`src/rtl/ibex_pkg.sv`:
```
// Shared types and constants for the Ibex data-bus arbiter.
// Host identifiers are stored in the response-ordering FIFO.
package ibex_pkg;

  typedef enum logic {
    DbusHostLsu = 1'b0,
    DbusHostRf  = 1'b1
  } dbus_host_e;

  localparam int unsigned DbusMaxOutstandingDefault = 2;

endpackage

```
`src/rtl/ibex_dbus_id_fifo.sv`:
```
// In-order FIFO of host IDs for granted transactions awaiting a response.
// Pointers wrap at Depth, so non-power-of-two depths are supported.
module ibex_dbus_id_fifo
  import ibex_pkg::*;
#(
  parameter int unsigned Depth    = DbusMaxOutstandingDefault,
  parameter bit          ResetAll = 1'b0,
  localparam int unsigned PtrW    = (Depth > 1) ? $clog2(Depth) : 1,
  localparam int unsigned CntW    = $clog2(Depth + 1)
) (
  input  logic            clk_i,
  input  logic            rst_i,
  input  logic            push_i,
  input  dbus_host_e      push_id_i,
  input  logic            pop_i,
  output dbus_host_e      head_o,
  output logic [CntW-1:0] count_o,
  output logic            full_o,
  output logic            empty_o
);

  dbus_host_e      mem_d [Depth];
  dbus_host_e      mem_q [Depth];
  logic [PtrW-1:0] wptr_d, wptr_q;
  logic [PtrW-1:0] rptr_d, rptr_q;
  logic [CntW-1:0] count_d, count_q;
  logic            push_ok, pop_ok;

  function automatic logic [PtrW-1:0] ptr_inc(input logic [PtrW-1:0] p);
    return (p == PtrW'(Depth - 1)) ? {PtrW{1'b0}} : p + PtrW'(1);
  endfunction

  assign full_o  = (count_q == CntW'(Depth));
  assign empty_o = (count_q == {CntW{1'b0}});
  assign head_o  = mem_q[rptr_q];
  assign count_o = count_q;

  // A push into a full FIFO is only accepted when the head leaves in the same cycle.
  assign pop_ok  = pop_i & ~empty_o;
  assign push_ok = push_i & (~full_o | pop_ok);

  always_comb begin
    mem_d   = mem_q;
    wptr_d  = wptr_q;
    rptr_d  = rptr_q;
    count_d = count_q;
    if (push_ok) begin
      mem_d[wptr_q] = push_id_i;
      wptr_d        = ptr_inc(wptr_q);
    end else begin
      wptr_d = wptr_q;
    end
    if (pop_ok) begin
      rptr_d = ptr_inc(rptr_q);
    end else begin
      rptr_d = rptr_q;
    end
    case ({push_ok, pop_ok})
      2'b10:   count_d = count_q + CntW'(1);
      2'b01:   count_d = count_q - CntW'(1);
      default: count_d = count_q;
    endcase
  end

  always_ff @(posedge clk_i) begin
    if (rst_i) begin
      wptr_q  <= {PtrW{1'b0}};
      rptr_q  <= {PtrW{1'b0}};
      count_q <= {CntW{1'b0}};
      if (ResetAll) begin
        for (int i = 0; i < int'(Depth); i++) begin
          mem_q[i] <= DbusHostLsu;
        end
      end
    end else begin
      wptr_q  <= wptr_d;
      rptr_q  <= rptr_d;
      count_q <= count_d;
      mem_q   <= mem_d;
    end
  end

endmodule

```
`src/rtl/ibex_dbus_arbiter.sv`:
```
// Two-host arbiter sharing the Ibex data bus between the LSU and the
// register-file cache spill/fill engine, with in-order response routing.
module ibex_dbus_arbiter
  import ibex_pkg::*;
#(
  parameter int unsigned MaxOutstanding = DbusMaxOutstandingDefault,
  parameter bit          ResetAll       = 1'b0
) (
  input  logic        clk_i,
  input  logic        rst_i,

  input  logic        lsu_req_i,
  input  logic        lsu_we_i,
  input  logic [3:0]  lsu_be_i,
  input  logic [31:0] lsu_addr_i,
  input  logic [31:0] lsu_wdata_i,
  output logic        lsu_gnt_o,
  output logic        lsu_rvalid_o,
  output logic [31:0] lsu_rdata_o,
  output logic        lsu_err_o,

  input  logic        rf_req_i,
  input  logic        rf_we_i,
  input  logic [3:0]  rf_be_i,
  input  logic [31:0] rf_addr_i,
  input  logic [31:0] rf_wdata_i,
  output logic        rf_gnt_o,
  output logic        rf_rvalid_o,
  output logic [31:0] rf_rdata_o,
  output logic        rf_err_o,

  output logic        data_req_o,
  output logic        data_we_o,
  output logic [3:0]  data_be_o,
  output logic [31:0] data_addr_o,
  output logic [31:0] data_wdata_o,
  input  logic        data_gnt_i,
  input  logic        data_rvalid_i,
  input  logic [31:0] data_rdata_i,
  input  logic        data_err_i,

  output logic        busy_o,
  output logic        protocol_err_o
);

  localparam int unsigned CntW = $clog2(MaxOutstanding + 1);

  logic            lock_d, lock_q;
  dbus_host_e      lock_host_d, lock_host_q;
  dbus_host_e      last_d, last_q;
  dbus_host_e      owner;
  dbus_host_e      head;
  logic            owner_req;
  logic            dev_req, dev_gnt, resp_ok;
  logic            fifo_full, fifo_empty;
  logic [CntW-1:0] fifo_count;

  ibex_dbus_id_fifo #(
    .Depth    (MaxOutstanding),
    .ResetAll (ResetAll)
  ) u_id_fifo (
    .clk_i     (clk_i),
    .rst_i     (rst_i),
    .push_i    (dev_gnt),
    .push_id_i (owner),
    .pop_i     (resp_ok),
    .head_o    (head),
    .count_o   (fifo_count),
    .full_o    (fifo_full),
    .empty_o   (fifo_empty)
  );

  // Owner selection: a pending ungranted request pins the owner, ties go round-robin.
  always_comb begin
    owner = DbusHostLsu;
    if (lock_q) begin
      owner = lock_host_q;
    end else if (lsu_req_i && rf_req_i) begin
      owner = (last_q == DbusHostLsu) ? DbusHostRf : DbusHostLsu;
    end else if (rf_req_i) begin
      owner = DbusHostRf;
    end else begin
      owner = DbusHostLsu;
    end
  end

  always_comb begin
    owner_req    = lsu_req_i;
    data_we_o    = lsu_we_i;
    data_be_o    = lsu_be_i;
    data_addr_o  = lsu_addr_i;
    data_wdata_o = lsu_wdata_i;
    if (owner == DbusHostRf) begin
      owner_req    = rf_req_i;
      data_we_o    = rf_we_i;
      data_be_o    = rf_be_i;
      data_addr_o  = rf_addr_i;
      data_wdata_o = rf_wdata_i;
    end else begin
      owner_req    = lsu_req_i;
      data_we_o    = lsu_we_i;
      data_be_o    = lsu_be_i;
      data_addr_o  = lsu_addr_i;
      data_wdata_o = lsu_wdata_i;
    end
  end

  assign dev_req = ~rst_i & owner_req & ~fifo_full;
  assign dev_gnt = dev_req & data_gnt_i;
  assign resp_ok = ~rst_i & data_rvalid_i & ~fifo_empty;

  assign data_req_o     = dev_req;
  assign lsu_gnt_o      = dev_gnt & (owner == DbusHostLsu);
  assign rf_gnt_o       = dev_gnt & (owner == DbusHostRf);
  assign lsu_rvalid_o   = resp_ok & (head == DbusHostLsu);
  assign rf_rvalid_o    = resp_ok & (head == DbusHostRf);
  assign lsu_err_o      = lsu_rvalid_o & data_err_i;
  assign rf_err_o       = rf_rvalid_o & data_err_i;
  assign lsu_rdata_o    = data_rdata_i;
  assign rf_rdata_o     = data_rdata_i;
  assign busy_o         = ~rst_i & (fifo_count != {CntW{1'b0}});
  assign protocol_err_o = ~rst_i & data_rvalid_i & fifo_empty;

  always_comb begin
    lock_d      = lock_q;
    lock_host_d = lock_host_q;
    last_d      = last_q;
    if (data_gnt_i) begin
      lock_d = 1'b0;
    end else if (dev_req) begin
      lock_d      = 1'b1;
      lock_host_d = owner;
    end else begin
      lock_d = lock_q;
    end
    if (dev_gnt) begin
      last_d = owner;
    end else begin
      last_d = last_q;
    end
  end

  // Last winner resets to RF so the LSU wins the first tie.
  always_ff @(posedge clk_i) begin
    if (rst_i) begin
      lock_q <= 1'b0;
      last_q <= DbusHostRf;
      if (ResetAll) begin
        lock_host_q <= DbusHostLsu;
      end
    end else begin
      lock_q      <= lock_d;
      last_q      <= last_d;
      lock_host_q <= lock_host_d;
    end
  end

endmodule

```
`config.mk`:
```
export PLATFORM = sky130hd
export DESIGN_NAME = ibex_dbus_arbiter
export DESIGN_NICKNAME = d
export VERILOG_FILES = /design/src/rtl/ibex_pkg.sv /design/src/rtl/ibex_dbus_id_fifo.sv /design/src/rtl/ibex_dbus_arbiter.sv
export SDC_FILE = /design/constraint.sdc
export NUM_CORES = 1
export LEC_CHECK = 0
export BUFFER_PORTS_ARGS = -buffer_cell sky130_fd_sc_hd__buf_2
export CORE_AREA = 2 2 125 127
export CTS_CLUSTER_DIAMETER = 100
export DETAILED_ROUTE_END_ITERATION = 10
export DIE_AREA = 0 0 127 129
export PLACE_DENSITY = 0.48
export RECOVER_POWER = 50
export SLEW_MARGIN = 0
export SYNTH_ARGS = -nofsm -noshare
export SYNTH_HDL_FRONTEND = slang
export SYNTH_HIERARCHICAL = 1
export SYNTH_SLANG_ARGS = --single-unit
```
`constraint.sdc`:
```
create_clock -name clk_i -period 3.3 [get_ports clk_i]
set_input_delay 0.33 -clock clk_i [delete_from_list [all_inputs] [get_ports clk_i]]
set_output_delay 0.33 -clock clk_i [all_outputs]
set_load 0.02 [all_outputs]
```
# ---- Word-level counts from Yosys, hierarchy flattened
# Cells that the tools add are included.
dict set report op_classes {
  eq_ne 3
  n_mux 18
  bitwise_logic 24
  magnitude_cmp 3
  reduce_logical 8
  n_addsub 4
}
# cell n
set ops {}
lappend ops {{32-bit 2-to-1 mux} 2}
lappend ops {{1-bit AND} 15}
lappend ops {{1-bit 2-to-1 mux} 12}
lappend ops {{1-bit NOT} 6}
lappend ops {{2-bit == test (second input constant)} 2}
lappend ops {{2-bit greater-or-equal comparator (second input constant)} 2}
lappend ops {{4-bit 2-to-1 mux} 1}
lappend ops {{1-bit NOT with 2-bit output} 2}
lappend ops {{2-bit case mux with 2 select lines} 1}
lappend ops {{2-bit nonzero test} 2}
lappend ops {{3-bit AND reduction} 1}
lappend ops {{1-bit adder (second input constant)} 2}
lappend ops {{2-bit by 1-bit adder with 2-bit output (second input constant)} 1}
lappend ops {{2-bit bitwise mux} 1}
lappend ops {{2-bit by 1-bit == test with 1-bit output (second input constant)} 1}
lappend ops {{1-bit logical AND} 2}
lappend ops {{2-bit logical NOT} 1}
lappend ops {{2-bit by 1-bit < comparator with 1-bit output (second input constant)} 1}
lappend ops {{2-bit AND reduction} 1}
lappend ops {{2-bit OR reduction} 1}
lappend ops {{2-bit by 1-bit subtractor with 2-bit output (second input constant)} 1}
lappend ops {{1-bit demux with 1-bit select} 1}
lappend ops {{1-bit bitwise OR} 1}
dict set report totals {
  ff_bits 9
  wordCells 68
  out_inout_bits 142
}

# ---- Depth between registers and ports, before layout
dict set report depth {
  depth_word 10
  ltp_mapped 8
  ltp_nobuf 8
}

# ---- By module
# The synthesis kept the hierarchy.
# module seq_area_each_um2 area_per_inst_um2 instances cells_per_inst
set modules_own_cells {}
lappend modules_own_cells {ibex_dbus_arbiter 70.1 1534.0 1 169}
lappend modules_own_cells {ibex_dbus_id_fifo 140.1 299.0 1 30}

# ---- Least setup slack after synthesis
# No wires, ideal clock.
dict set report synth_timing {
  path_kind {flip-flop to output port}
  from {reg u_id_fifo.count_q[0], in the netlist u_id_fifo/count_o[0]}
  to {out lsu_gnt_o}
  arrival_time_ns 1.921
  slack_ns 1.049
  stages_incl_launch_ff 6
  cell_sequence {dfxtp_1 > nand2b_2 > inv_1 > or2_2 > a211oi_1 > and3_1}
}
dict set report synth_between {
  elab_chain_cells 5
}
# item line_no
set synth_rtl {}
lappend synth_rtl {{start: declaration} ibex_dbus_id_fifo.sv:26} ;# logic [CntW-1:0] count_d, count_q;
lappend synth_rtl {{start signal: assignment} ibex_dbus_id_fifo.sv:69} ;# count_q <= {CntW{1'b0}};
lappend synth_rtl {{start signal: assignment} ibex_dbus_id_fifo.sv:78} ;# count_q <= count_d;
lappend synth_rtl {{2-bit == test} ibex_dbus_id_fifo.sv:33} ;# assign full_o = (count_q == CntW'(Depth));
lappend synth_rtl {{named net fifo_full} ibex_dbus_arbiter.sv:55} ;# logic fifo_full, fifo_empty;
lappend synth_rtl {{1-bit NOT} ibex_dbus_arbiter.sv:108} ;# assign dev_req = ~rst_i & owner_req & ~fifo_full;
lappend synth_rtl {{1-bit AND} ibex_dbus_arbiter.sv:108}
lappend synth_rtl {{named net data_req_o} ibex_dbus_arbiter.sv:32} ;# output logic data_req_o,
lappend synth_rtl {{1-bit AND} ibex_dbus_arbiter.sv:109} ;# assign dev_gnt = dev_req & data_gnt_i;
lappend synth_rtl {{1-bit AND} ibex_dbus_arbiter.sv:113} ;# assign lsu_gnt_o = dev_gnt & (owner == DbusHostLsu);
lappend synth_rtl {{end: declaration} ibex_dbus_arbiter.sv:17} ;# output logic lsu_gnt_o,
# The timed path passes the listed nets, and every way through them passes these cells.

# ---- Final worst setup path
dict set report layout_timing {
  from {reg lock_q}
  to {out data_wdata_o[2]}
}
dict set report layout_between {
  elab_chain_cells 2
}
# item line_no
set layout_rtl {}
lappend layout_rtl {{start: declaration} ibex_dbus_arbiter.sv:48} ;# logic lock_d, lock_q;
lappend layout_rtl {{start signal: assignment} ibex_dbus_arbiter.sv:152} ;# lock_q <= lock_d;
lappend layout_rtl {{1-bit 2-to-1 mux} ibex_dbus_arbiter.sv:76} ;# if (lock_q) begin
lappend layout_rtl {{32-bit 2-to-1 mux} ibex_dbus_arbiter.sv:93} ;# if (owner == DbusHostRf) begin
lappend layout_rtl {{end: declaration} ibex_dbus_arbiter.sv:36} ;# output logic [31:0] data_wdata_o,
# No other way between the ends.

==> impl_metrics.env <==
export IMPL_status="complete, no violations"
export IMPL_cp_max_fo=40
export IMPL_drive_gt1_share_pct=81.5
export IMPL_fin_util_pct=18.4
export IMPL_ys_seq_area_share_pct=11.5
export IMPL_wl_per_cell_um=11.7
export IMPL_viasPerCell=3.54
export IMPL_ctsHtreeMaxLevel=1
export IMPL_rows=45
export IMPL_relSlewSlack_pct=32.4
export IMPL_crit_path_start_kind="flop"
export IMPL_rsz0062_at_grt="no"
export IMPL_final_nets=535
export IMPL_pre_cts_ws_ns=1.13
export IMPL_setup_violations=0
export IMPL_cts_buffers=3
export IMPL_synthCells=199
export IMPL_syn2layout_area_growth_pct=50.3
export IMPL_first_iter_violations=45
export IMPL_initial_utilization_pct=12.2
export IMPL_dr_pass1_iters=4
export IMPL_dieWidth_um=127
export IMPL_final_hold_violation_count=0
export IMPL_fmax_mhz=375
export IMPL_report_final_slew_viol_count=0
export IMPL_finalClockSkew_ns=0.00122
export IMPL_ys_ff_latch=9
export IMPL_die_area_um2=16400
export IMPL_max_stage_delay_ns=0.77
export IMPL_clkSinkCount=9
export IMPL_wl_um=6380
export IMPL_crit_family="buffers and inverters"
export IMPL_netlist_area_um2=1830
export IMPL_grt_pass1_vias=1736
export IMPL_grt_overflow=0
export IMPL_cts_tree="yes"
export IMPL_crit_path_end_kind="primary output"
export IMPL_tightest_slew_ns=1.01
export IMPL_grt_pass1_wl_um=8580
export IMPL_finalSetupTns_ns=0
export IMPL_mostFrequentLayoutCell="buf_2"
export IMPL_avgSynthCellArea_um2=9.21
export IMPL_post_cts_setup_buffers=0
export IMPL_ctsResizeCount=0
export IMPL_io_pins=319
export IMPL_crit_buf_inv=2
export IMPL_portBuffers=222
export IMPL_yosysWarnings=6
export IMPL_grt_start_max_net_pins=41
export IMPL_clk_latency_ns=0.23
export IMPL_drv_cap=0
export IMPL_ys_types=30
export IMPL_path_clk_slew_ns=0.04
export IMPL_vdd_drop_max_uv=119
export IMPL_multi_input_area_um2=1090
export IMPL_critPathKind="flop to primary output"
export IMPL_layout_common_cells="buf_2, mux2_2, nor2_1"
export IMPL_total_power_w=0.000790
export IMPL_vias=1935
export IMPL_fillCellCount=1700
export IMPL_antenna_found_initial=1
export IMPL_cts_root_buf="clkbuf_16"
export IMPL_fin_crit_ns=2.67
export IMPL_leakagePower_nw=1.43
export IMPL_synth_nets=376
export IMPL_required_ns=2.97
export IMPL_hold_path_class="primary input to flop"
export IMPL_core_um2=15000
export IMPL_drc=0
export IMPL_cp_cell_sequence="mux2i_4, clkbuf_2, mux2_2, buf_2"
export IMPL_seq_area_um2=210
export IMPL_hpwl_um=5590
export IMPL_grt_usage_pct=6.63
export IMPL_power_density_nw_per_um2=287
export IMPL_stdcell_area_um2=2760
export IMPL_critPathSlowestCell="clkbuf_2"
export IMPL_post_route_period_util_pct=80.9
export IMPL_setup_slack_ns=0.630
export IMPL_clock_path_buffers=2
export IMPL_crit_arrival_ns=2.34
export IMPL_hold_buffers=0
export IMPL_place_area_um2=2690
export IMPL_ant_nets=0
export IMPL_place_gp_congestion=0.741
export IMPL_die_y_um=129
==> tightest hold or removal path, cell delays in order <==
cell	delay [ns]
buf_2	0.10
nor2_1	0.05
o21a_1	0.09
==> cells by family after synthesis <==
group,after synthesis,synth area share [%]
XOR/XNOR,2,0.956
buffers and inverters,75,28.9
AND/OR/NAND/NOR,28,8.12
multiplexers,75,46.7
AO/OA/AOI/OAI,10,3.82
flip-flops,9,11.5
==> cells in the mapped netlist (all sizes together) <==
cell | number | share of area [%]
and3 | 2 | 0.68
nor3 | 2 | 0.55
mux2i | 4 | 2.9
nor3b | 2 | 0.82
and2b | 1 | 0.41
and3b | 1 | 0.48
dfxtp | 6 | 6.6
nor2 | 11 | 2.3
nor2b | 2 | 0.68
o21ai | 2 | 0.75
nand2 | 2 | 0.41
a211oi | 1 | 0.41
and2 | 2 | 0.68
or2 | 1 | 0.34
inv | 4 | 0.82
buf | 71 | 28
a21oi | 3 | 0.82
a2111o | 1 | 0.61
nand2b | 2 | 0.82
a21boi | 1 | 0.41
edfxtp | 3 | 4.9
o21a | 2 | 0.82
mux2 | 71 | 44
xor2 | 2 | 0.96
==> worst paths after layout <==
| path | startpoint | end | slack (ns) | cells past startpoint |
|---|---|---|---|---|
| setup reg to reg | u_id_fifo/count_o[0] | u_id_fifo/mem_q[0] | 1.14 | 7 |
| hold reg to reg | u_id_fifo/rptr_q | u_id_fifo/rptr_q | 0.52 | 2 |
| setup / recovery | lock_q | data_wdata_o[2] | 0.63 | 4 |
| hold / removal | data_gnt_i | lock_q | 0.38 | 3 |
==> power by group <==
group | total [W] | leakage (nW) | switching [W] | internal (W)
Combinational | 0.000451 | 1.31 | 0.000235 | 0.000216
Sequential | 0.000126 | 0.0767 | 0.00000535 | 0.000121
Clock | 0.000213 | 0.0382 | 0.0000520 | 0.000161
==> stage by stage <==
stage / hold slack [ns] / cells
6_report: 0.379 / 546
5_1_grt: 0.410 / 545
4_1_cts: 0.381 / 545
3_5_place_dp: 0.519 / 541
3_3_place_gp: 0.517 / 541
2_1_floorplan: 0.402 / 199
==> area by class of cell <==
cell class                      instances  area share [%]
Inverter                                4           0.545
Antenna cell                            1          0.0908
Clock buffer                            4            2.86
Sequential cell                         9            7.63
Timing Repair Buffer                  225            40.7
Tap cell                              188            8.54
Multi-Input combinational cell        115            39.6
==> layer usage <==
layer | track usage [%] | up-vias | wire length, um
met3 | 1.83 | 28 | 769
li1 | - | 939 | -
met1 | 7.52 | 822 | 2330
met5 | 0 | - | 13
met2 | 11.2 | 144 | 3000
met4 | 4.01 | 2 | 263
==> flip-flops by register name, summed over array words and instances, names as in the netlist <==
register           cells
lock_q                 1
u_id_fifo/count_o      2
last_q                 1
u_id_fifo/wptr_q       1
u_id_fifo/mem_q        2
u_id_fifo/rptr_q       1
lock_host_q            1
Note: power is estimated with default switching activity, not from simulation.
